==> src/rtl/vx_barrier_unit.sv <==
// Warp barrier unit: parks arriving warps per barrier slot and emits one
// registered release mask when the last participant of a slot arrives.
module vx_barrier_unit #(
  parameter  int NUM_WARPS    = 4,
  parameter  int NUM_BARRIERS = 4,
  localparam int NW_BITS      = $clog2(NUM_WARPS),
  localparam int NB_BITS      = $clog2(NUM_BARRIERS)
) (
  input  logic                 clk,
  input  logic                 reset,
  input  logic                 bar_valid,
  input  logic [NW_BITS-1:0]   bar_wid,
  input  logic [NB_BITS-1:0]   bar_id,
  input  logic [NW_BITS-1:0]   bar_size_m1,
  output logic                 bar_ready,
  output logic [NUM_WARPS-1:0] stalled_wmask,
  output logic                 rel_valid,
  output logic [NUM_WARPS-1:0] rel_wmask,
  input  logic                 rel_ready,
  output logic                 err_dup
);

  logic [NW_BITS-1:0]   slotCount_q [NUM_BARRIERS];
  logic [NW_BITS-1:0]   slotCount_d [NUM_BARRIERS];
  logic [NW_BITS-1:0]   slotSize_q  [NUM_BARRIERS];
  logic [NW_BITS-1:0]   slotSize_d  [NUM_BARRIERS];
  logic [NUM_WARPS-1:0] slotMask_q  [NUM_BARRIERS];
  logic [NUM_WARPS-1:0] slotMask_d  [NUM_BARRIERS];
  logic [NUM_BARRIERS-1:0] slotActive_q, slotActive_d;

  logic                 relValid_q, relValid_d;
  logic [NUM_WARPS-1:0] relMask_q, relMask_d;
  logic                 errDup_q, errDup_d;

  logic [NUM_WARPS-1:0] widOnehot;
  logic [NUM_WARPS-1:0] stalledMask;
  logic                 accept;
  logic                 isDup;
  logic                 arrive;
  logic                 completes;
  logic                 selActive;
  logic [NW_BITS-1:0]   selCount;
  logic [NW_BITS-1:0]   selSize;
  logic [NUM_WARPS-1:0] selMask;

  always_comb begin
    widOnehot          = '0;
    widOnehot[bar_wid] = 1'b1;
  end

  always_comb begin
    stalledMask = '0;
    for (int b = 0; b < NUM_BARRIERS; b++) begin
      stalledMask = stalledMask | slotMask_q[b];
    end
  end

  // Only an unaccepted pending release can stall new arrivals.
  assign bar_ready = !(relValid_q && !rel_ready);
  assign accept    = bar_valid && bar_ready;
  assign isDup     = |(stalledMask & widOnehot);
  assign arrive    = accept && !isDup;

  assign selActive = slotActive_q[bar_id];
  assign selCount  = slotCount_q[bar_id];
  assign selSize   = slotSize_q[bar_id];
  assign selMask   = slotMask_q[bar_id];

  // A size of one completes on first arrival without ever activating the slot.
  assign completes = selActive ? (selCount == selSize) : (bar_size_m1 == '0);

  always_comb begin
    slotCount_d  = slotCount_q;
    slotSize_d   = slotSize_q;
    slotMask_d   = slotMask_q;
    slotActive_d = slotActive_q;
    if (arrive) begin
      if (completes) begin
        slotActive_d[bar_id] = 1'b0;
        slotCount_d[bar_id]  = '0;
        slotMask_d[bar_id]   = '0;
      end else if (selActive) begin
        slotCount_d[bar_id]  = selCount + NW_BITS'(1);
        slotMask_d[bar_id]   = selMask | widOnehot;
      end else begin
        slotActive_d[bar_id] = 1'b1;
        slotSize_d[bar_id]   = bar_size_m1;
        slotCount_d[bar_id]  = NW_BITS'(1);
        slotMask_d[bar_id]   = widOnehot;
      end
    end
  end

  // A completion can only be accepted while any pending release is being
  // taken, so loading the new mask never overwrites an unconsumed one.
  always_comb begin
    relValid_d = relValid_q;
    relMask_d  = relMask_q;
    if (relValid_q && rel_ready) begin
      relValid_d = 1'b0;
      relMask_d  = '0;
    end
    if (arrive && completes) begin
      relValid_d = 1'b1;
      relMask_d  = selMask | widOnehot;
    end
    errDup_d = accept && isDup;
  end

  always_ff @(posedge clk or negedge reset) begin
    if (!reset) begin
      for (int b = 0; b < NUM_BARRIERS; b++) begin
        slotCount_q[b] <= '0;
        slotSize_q[b]  <= '0;
        slotMask_q[b]  <= '0;
      end
      slotActive_q <= '0;
      relValid_q   <= 1'b0;
      relMask_q    <= '0;
      errDup_q     <= 1'b0;
    end else begin
      slotCount_q  <= slotCount_d;
      slotSize_q   <= slotSize_d;
      slotMask_q   <= slotMask_d;
      slotActive_q <= slotActive_d;
      relValid_q   <= relValid_d;
      relMask_q    <= relMask_d;
      errDup_q     <= errDup_d;
    end
  end

  assign stalled_wmask = stalledMask;
  assign rel_valid     = relValid_q;
  assign rel_wmask     = relMask_q;
  assign err_dup       = errDup_q;

endmodule

==> config.mk <==
export PLATFORM = sky130hd
export DESIGN_NAME = vx_barrier_unit
export DESIGN_NICKNAME = d
export VERILOG_FILES = /design/src/rtl/vx_barrier_unit.sv
export SDC_FILE = /design/constraint.sdc
export NUM_CORES = 1
export LEC_CHECK = 0
export CORE_UTILIZATION = 47
export CTS_CLUSTER_DIAMETER = 50
export DETAILED_ROUTE_END_ITERATION = 8
export PLACE_DENSITY = 0.7
export RECOVER_POWER = 50
export SYNTH_ARGS = -nofsm -noshare
export SYNTH_HDL_FRONTEND = slang
export SYNTH_SLANG_ARGS = --single-unit
==> constraint.sdc <==
create_clock -name clk -period 2.2 [get_ports clk]
set_input_delay 0.33 -clock clk [delete_from_list [all_inputs] [get_ports clk]]
set_output_delay 0.33 -clock clk [all_outputs]
set_load 0.005 [all_outputs]
==> qor.yml, run 1 <==
place_area_mm2: 0.00302
synth.avg_cell_area_um2: 12.0
drive_gt1_share_pct: 42.2
dp_hpwl_um: 4220
slew-limit-headroom_pct: 43.3
detailedRoute.firstIterationViolations: 72
via_count: 1986
pwr_density_cell_mw_per_mm2: 1260
syn-cell-area_mm2: 0.00244
cts_sinks: 42
routed_via_density: 5.89
fin_hold_ws_ns: 0.490
power_switching_share_pct: 36.4
hold_viol_final: 0
start_util_pct: 50.4
area.growth.synth_to_final_pct: 33.7
worst_slew_pin_slew_ns: 0.850
die_area_mm2: 0.00549
synth-edff-count: 0
power_uw: 4120
maxClockFrequency_ghz: 0.455
grt.total_usage_pct: 23.8
diodes: 0
yosys_register_bits: 42
critical_path.max_fanout: 8
sequentialPowerShare_pct: 31.2
clock_network_fraction_of_design_power_pct: 12.4
setup-tns-final_ns: 0
synth_async_sr_flop_share_pct: 100
post-route-min-period_ns: 2.20
non_filler_cell_area_final_mm2: 0.00327
ys.flop_type: "dfrtp_1"
insertion_delay_ns: 0.30
cts_buffers: 5
ios: 21
netlist.area_leader.share_pct: 43.0
cts.htree.levels: 2
report.final.setup_viol: 0
core_area_mm2: 0.00485
grt_start_max_net_pins: 18
place.port_buffers: 20
finalWirelength_um: 5860
cts_root_buf: "clkbuf_8"
endpoint_required_time_on_the_critical_path_ns: 2.39
power.internal_uw: 2620
synth.yosys.seq_area_share_pct: 43.0
worst_case_setup_slack_after_placement_ns: -0.370
ctsLongestPathBuffers: 2
netlist-cell-type-count: 40
power.switching_uw: 1500
yosysMostFrequentCell: "dfrtp_1"
critical-path-slowest-cell: "or4_4"
p_leak_uw: 0.00140
synth.cells.most_frequent: "42 x dfrtp_1, 23 x mux2_2, 12 x a21oi_1, 9 x mux4_2"
combPwrFrac_pct: 56.4
finClkSkew_ns: 0.00962
path_clk_slew_ns: 0.08
fp-row-count: 25
slew_violations: 0
post-route-drc-count: 0
tritoncts: "yes"
crit_chain: "or4_4 -> a222oi_1 -> buf_4 -> buf_4 -> nand2_2 -> mux2_2"
worst_path_largest_cell_delay_ns: 0.53
synth.yosys.warnings: 0
synth.largest_area_cell: "dfrtp_1"
synth_fp_nets: 213
nNetsFinal: 279
worst_setup_margin_ns: 0.000379
place.gp.congestion: 0.839
filler_cell_count: 357
critPathLaunchType: "register"
worst_ir_drop_vdd_v: 0.000653
grt_first_pass_wirelength_um: 9760
first_global_vias: 1972
cp.arrival_ns: 2.39
firstDrtPassIters: 5
final_period_utilization_pct: 100
globalRouteOverflowTotal: 0
cap_violations: 0
horizontal_die_dimension_um: 74.1
synth_top_area_cells: "dfrtp_1 43%, mux2_2 11%, mux4_2 8.3%, a2111oi_4 3.4%, o2111ai_1 2.9%"
antenna_nets_post_route: 0
endpoint_kind: "register"
final_routed_wire_length_divided_by_cell_count_um: 17.4
setup_repair_after_global_routing_missed_its_margin: "yes"
antenna_violations_before_repair: 0
outcome: "complete, no violations"
critical_path_most_common_cell: "buf_4"
hold_path_class: "reg2reg"
synth_cells: 203
critical_path_class: "reg2reg"
die_h_um: 74.1
## per-stage QoR
stage               instances  utilization [%]
floorplan                 203                -
global placement          321             62.2
detailed placement        321             62.2
CTS                       335             66.2
global route              337             67.4
finish                    337             67.4
## path summary, 6_finish.rpt
path	startpoint	endpoint	slack [ns]	depth (start not counted)
max	slotMask_q[8]	slotMask_q[13]	0.0004	6
min in group asynchronous	reset	rel_wmask[1]	0.57	2
max reg2reg	slotMask_q[8]	slotMask_q[13]	0.0004	6
max in group asynchronous	reset	slotSize_q[6]	0.45	3
min reg2reg	slotCount_q[5]	slotCount_q[5]	0.49	1
min	slotCount_q[5]	slotCount_q[5]	0.49	1
## state kept, by name, summed over array words and instances (netlist names), named ones only
name         flops
slotCount_q      8
err_dup          1
rel_wmask        4
slotSize_q       8
rel_valid        1
slotMask_q      16
## cell type report
cell class | count | area (µm²) | area share, %
clock buffers | 5 | 68.8 | 2.11
well taps | 67 | 83.8 | 2.57
repair buffers | 73 | 666 | 20.4
inverters | 2 | 7.51 | 0.230
flip-flops and latches | 42 | 1050 | 32.2
clock inverters | 3 | 21.3 | 0.651
multi-input cells | 145 | 1370 | 41.9
## routing by layer
metal  up-vias  GRT usage (%)  routed length (µm)
met5         -              0                   0
met4         0           6.62                  74
met3        11           5.69                 225
met2        46           37.6                2800
met1       994           33.0                2760
li1        935              -                   -
## cells in the final DEF (no fill, tap or decap), drive strengths merged, types with 6 or more instances in the layout
| cell type | n |
|---|---|
| mux2 | 24 |
| nor2b | 8 |
| clkbuf | 8 |
| and3 | 8 |
| a21oi | 12 |
| mux4 | 9 |
| dfrtp | 42 |
| o2111ai | 8 |
| nand3 | 6 |
| buf | 49 |
| clkdlybuf4s50 | 17 |
| nand2 | 10 |
## cell families after synthesis
logic type             synth area share [%]
AO/OA/AOI/OAI                          20.1
XOR/XNOR                               1.43
buffers and inverters                  3.59
flip-flops                             43.0
multiplexers                           19.4
AND/OR/NAND/NOR                        12.5
## power groups by stage
| stage | clock (µW) | combinational (µW) | sequential [µW] |
|---|---|---|---|
| 2_1_floorplan | 0 | 1240 | 1220 |
| 3_3_place_gp | 0 | 2080 | 1280 |
| 3_5_place_dp | 0 | 2120 | 1280 |
| 4_1_cts | 517 | 2220 | 1270 |
| 5_1_grt | 558 | 2520 | 1320 |
| 6_report | 511 | 2320 | 1290 |
## critical path: cells and delay by family, from the launching register on
family / cells / cell delay, ns
and+or+nand+nor: 2 / 0.63
DFF: 1 / 0.39
buffers and inverters: 2 / 0.39
AOI/OAI and AO/OA: 1 / 0.35
muxes: 1 / 0.31
## repair_timing
action | in CTS | in global routing
pin swaps | 1 | 2
endpoints found under the hold margin | 10 | 0
hold buffers | 1 | 0
setup endpoints to repair | 30 | 30
setup buffers | 4 | 2
cloned | 1 | 0
resized for setup | 8 | 12
No activity file was read; power rests on OpenSTA's default activity.
==> run 2, diff against run 1 <==
- ABC_AREA: unset -> 1
- PLACE_DENSITY: 0.7 -> unset
- PLACE_DENSITY_LB_ADDON: unset -> 0.2
==> qor.yml, run 2 <==
outcome: "complete, no violations"
syn-cell-area_mm2: 0.00266
die_h_um: 77.2
firstDrtPassIters: 6
hold_viol_final: 0
grt.total_usage_pct: 26.1
place_area_mm2: 0.00327
synth_top_area_cells: "dfrtp_1 40%, nand2_1 24%, inv_1 7.9%, nand3_1 6.4%, a21oi_1 3.2%"
diodes: 0
worst_path_largest_cell_delay_ns: 0.59
ys.flop_type: "dfrtp_1"
synth_fp_nets: 409
antenna_violations_before_repair: 0
layout.cells.most_common_list: "172 x nand2_1, 55 x inv_1, 46 x buf_4, 42 x dfrtp_1, 33 x nand3_1"
synth-edff-count: 0
area.growth.synth_to_final_pct: 26.7
worst_slew_pin_slew_ns: 1.00
netlist.area_leader.share_pct: 39.5
final_routed_wire_length_divided_by_cell_count_um: 13.2
worst_setup_margin_ns: 0.133
horizontal_die_dimension_um: 77.2
largest-register: "slotMask_q"
hold_path_class: "reg2reg"
synth_cells: 399
ctsLongestPathBuffers: 2
final_period_utilization_pct: 94.0
yosysMostFrequentCell: "nand2_1"
p_leak_uw: 0.00197
cts_buffers: 5
drive_gt1_share_pct: 16.7
dp_hpwl_um: 5440
synth.yosys.warnings: 0
cap_violations: 0
maxClockFrequency_ghz: 0.484
critPathBufInv: 3
post-route-drc-count: 0
die_area_mm2: 0.00596
endpoint_kind: "register"
first_global_vias: 2548
cts_root_buf: "clkbuf_8"
netlist-cell-type-count: 24
filler_cell_count: 523
multi_input_gate_area_mm2: 0.00134
worst_ir_drop_vdd_v: 0.000508
dpl.cell_count: 531
globalRouteOverflowTotal: 0
non_filler_cell_area_final_mm2: 0.00337
yosys_register_bits: 42
synth.cells.most_frequent: "172 x nand2_1, 56 x inv_1, 42 x dfrtp_1, 34 x nand3_1"
sequential_cell_area_mm2: 0.00105
insertion_delay_ns: 0.31
tritoncts: "yes"
grt_first_pass_wirelength_um: 12100
finalWirelength_um: 7150
start_util_pct: 48.6
power_uw: 3530
mostFrequentLayoutCell: "nand2_1"
ios: 21
antenna_nets_post_route: 0
crit_family: "simple AND/OR/NAND/NOR gates"
finClkSkew_ns: 0.0118
largest_registers: "slotMask_q x16, slotCount_q x8, slotSize_q x8"
critical_path_class: "in2reg"
via_count: 2748
crit_chain: "clkdlybuf4s50_1 -> nor2_2 -> buf_4 -> nand2_1 -> nand2_1 -> nor2_4 -> nand2_1 -> nand2_1 -> nand3_2 -> nand2_2 -> inv_2 -> nand2_1 -> a21oi_1"
detailedRoute.firstIterationViolations: 218
nNetsFinal: 477
synth_async_sr_flop_share_pct: 100
post-route-min-period_ns: 2.07
cts.htree.levels: 2
cp.arrival_ns: 2.25
slew-limit-headroom_pct: 33.1
setup-tns-final_ns: 0
place.gp.congestion: 0.890
report.final.setup_viol: 0
critPathLaunchType: "input port"
synth.largest_area_cell: "dfrtp_1"
core_area_mm2: 0.00547
worst_case_setup_slack_after_placement_ns: -0.196
endpoint_required_time_on_the_critical_path_ns: 2.38
largest_register_ff_count: 16
critical_path.max_fanout: 8
routed_via_density: 5.09
synth.yosys.seq_area_share_pct: 39.5
critical-path-slowest-cell: "clkdlybuf4s50_1"
critical_path_most_common_cell: "nand2_1"
pwr_density_cell_mw_per_mm2: 1050
grt_start_max_net_pins: 27
path_clk_slew_ns: 0.08
cts_sinks: 42
fp-row-count: 27
slew_violations: 0
post_layout_nonfiller_instances: 540
synth.avg_cell_area_um2: 6.67
place.port_buffers: 20
setup_repair_after_global_routing_missed_its_margin: "no"
-- run 2: power breakdown --
group,total (µW),internal [µW],switching [µW]
clock,534,252,282
combinational,1640,711,934
sequential,1350,1110,244
total,3530,2070,1460
-- run 2: worst min-delay path, delay by kind of cell, from the launching register on --
family           cells  cell delay, ns
AO/OA/AOI/OAI        1            0.06
flip-flops           1            0.35
AND/OR/NAND/NOR      1            0.05
-- run 2: final timing paths --
| check | depth (start not counted) | end | startpoint | slack [ns] |
|---|---|---|---|---|
| max reg2reg | 11 | slotMask_q[6] | slotMask_q[3] | 0.28 |
| min in group asynchronous | 2 | slotMask_q[2] | reset | 0.71 |
| min | 2 | register | register | 0.49 |
| max in group asynchronous | 3 | slotMask_q[11] | reset | 0.31 |
| min reg2reg | 2 | register | register | 0.49 |
| max | 13 | slotMask_q[11] | bar_id[0] | 0.13 |
-- run 2: per-layer routing --
layer,vias to the layer above,track usage [%],wire length (µm),share of wire [%]
li1,1384,-,-,-
met1,1269,38.0,3520,49
met2,83,38.8,3100,43
met3,12,4.40,388,5.4
met4,0,8.87,144,2.0
met5,-,0,0,0
-- run 2: final cells by class --
type	instances	area share (%)
clock buffers	6	2.45
clock inverters	2	0.371
inverters	59	6.57
multi-input cells	290	39.7
flip-flops and latches	42	31.2
well taps	72	2.67
repair buffers	69	17.0
-- run 2: cells by family after synthesis --
logic type / Yosys count / synth area share [%]
flip-flops: 42 / 39.5
buffers and inverters: 67 / 10.5
AO/OA/AOI/OAI: 49 / 10.8
AND/OR/NAND/NOR: 241 / 39.2
-- run 2: repair_timing --
action,in CTS,in global routing
gates resized for setup,0,3
hold endpoints to repair,16,0
buffers inserted,0,0
setup endpoints to repair,0,12
hold buffers,1,0
-- run 2: stage by stage --
step                      utilization (%)  hold slack, ns
after floorplan                         -          0.0344
after CTS                            61.7           0.496
final                                61.6           0.494
after global routing                 61.6           0.521
after global placement               59.8           0.297
after detailed placement             59.8           0.298
==> run 3, diff against run 2 <==
- MAX_ROUTING_LAYER: unset -> met4
==> qor.yml, run 3 (synthesis results as in run 2) <==
outcome: "complete, no violations"
finClkSkew_ns: 0.00922
via_count: 2744
core_area_mm2: 0.00547
cts_sinks: 42
firstDrtPassIters: 4
final_routed_wire_length_divided_by_cell_count_um: 13.2
drive_gt1_share_pct: 16.7
place.port_buffers: 20
dpl.cell_count: 531
finalWirelength_um: 7150
mostFrequentLayoutCell: "nand2_1"
endpoint_kind: "register"
post-route-min-period_ns: 2.06
worst_slew_pin_slew_ns: 0.983
power_uw: 3530
die_area_mm2: 0.00596
hold_viol_final: 0
layout.cells.most_common_list: "172 x nand2_1, 55 x inv_1, 46 x buf_4, 42 x dfrtp_1, 33 x nand3_1"
antenna_nets_post_route: 0
post-route-drc-count: 0
insertion_delay_ns: 0.30
path_clk_slew_ns: 0.08
setup_repair_after_global_routing_missed_its_margin: "no"
nNetsFinal: 477
area.growth.synth_to_final_pct: 26.7
grt_first_pass_wirelength_um: 12100
first_global_vias: 2548
ios: 21
grt.total_usage_pct: 26.8
critPathLaunchType: "input port"
pwr_density_cell_mw_per_mm2: 1050
cts_buffers: 5
start_util_pct: 48.6
critical_path.max_fanout: 8
filler_cell_count: 523
diodes: 0
critical_path_class: "in2reg"
endpoint_required_time_on_the_critical_path_ns: 2.39
cp.arrival_ns: 2.25
tritoncts: "yes"
die_h_um: 77.2
setup-tns-final_ns: 0
globalRouteOverflowTotal: 0
place.gp.congestion: 0.905
dp_hpwl_um: 5440
post_layout_nonfiller_instances: 540
cts_root_buf: "clkbuf_8"
final_period_utilization_pct: 93.7
antenna_violations_before_repair: 0
cap_violations: 0
slew-limit-headroom_pct: 34.4
report.final.setup_viol: 0
largest_registers: "slotMask_q x16, slotCount_q x8, slotSize_q x8"
slew_violations: 0
routed_via_density: 5.08
p_leak_uw: 0.00197
maxClockFrequency_ghz: 0.485
horizontal_die_dimension_um: 77.2
worst_ir_drop_vdd_v: 0.000511
ctsLongestPathBuffers: 2
detailedRoute.firstIterationViolations: 230
largest_register_ff_count: 16
hold_path_class: "reg2reg"
fp-row-count: 27
post_cts.repair.setup_buffers: 0
grt_start_max_net_pins: 27
largest-register: "slotMask_q"
cts.htree.levels: 2
==> run 3: critical path, cell delays in order <==
cell	delay [ns]
clkdlybuf4s50_1	0.59
nor2_2	0.06
buf_4	0.17
nand2_1	0.06
nand2_1	0.08
nor2_4	0.11
nand2_1	0.06
nand2_1	0.11
nand3_2	0.14
nand2_2	0.20
inv_2	0.08
nand2_1	0.15
a21oi_1	0.10
==> run 3: worst paths after layout <==
kind	start	to	slack, ns	cells past startpoint
min	register	register	0.49	2
max reg2reg	slotMask_q[3]	slotSize_q[2]	0.29	11
min in group asynchronous	reset	slotCount_q[1]	0.70	2
max	bar_id[0]	slotMask_q[9]	0.14	13
max in group asynchronous	reset	slotMask_q[11]	0.32	3
min reg2reg	register	register	0.49	2
==> run 3: cell type report <==
class	instances	area [µm²]	area share, %
repair buffers	69	574	17.0
well taps	72	90.1	2.67
multi-input cells	290	1340	39.7
flip-flops and latches	42	1050	31.2
clock inverters	2	12.5	0.371
clock buffers	6	82.6	2.45
inverters	59	221	6.57
==> run 3: timing repair <==
action | CTS | global route
hold endpoints to repair | 16 | 0
setup endpoints to repair | 0 | 12
hold buffers | 1 | 0
gates resized for setup | 0 | 3
==> run 3: through the flow <==
| stage | hold WS [ns] | setup slack, ns | instance area (µm²) | util [%] |
|---|---|---|---|---|
| after floorplan | 0.0344 | 0.526 | 2660 | - |
| after global placement | 0.297 | -0.104 | 3270 | 59.8 |
| after detailed placement | 0.298 | -0.196 | 3270 | 59.8 |
| after CTS | 0.496 | 0.114 | 3380 | 61.7 |
| after global routing | 0.521 | 0.00567 | 3370 | 61.6 |
| final | 0.495 | 0.138 | 3370 | 61.6 |
==> run 3: power by group <==
group / leakage, µW / switching [µW] / internal [µW]
Sequential: 0.000511 / 245 / 1110
Clock: 0.0000472 / 279 / 252
Combinational: 0.00141 / 933 / 711
==> run 3: routing by layer <==
metal	wire length, µm	vias to the layer above	part of all wire [%]	GRT usage (%)
li1	-	1382	-	-
met1	3400	1264	47	38.1
met2	3170	88	44	38.8
met3	461	10	6.4	4.40
met4	121	0	1.7	8.87
met5	0	-	0	-
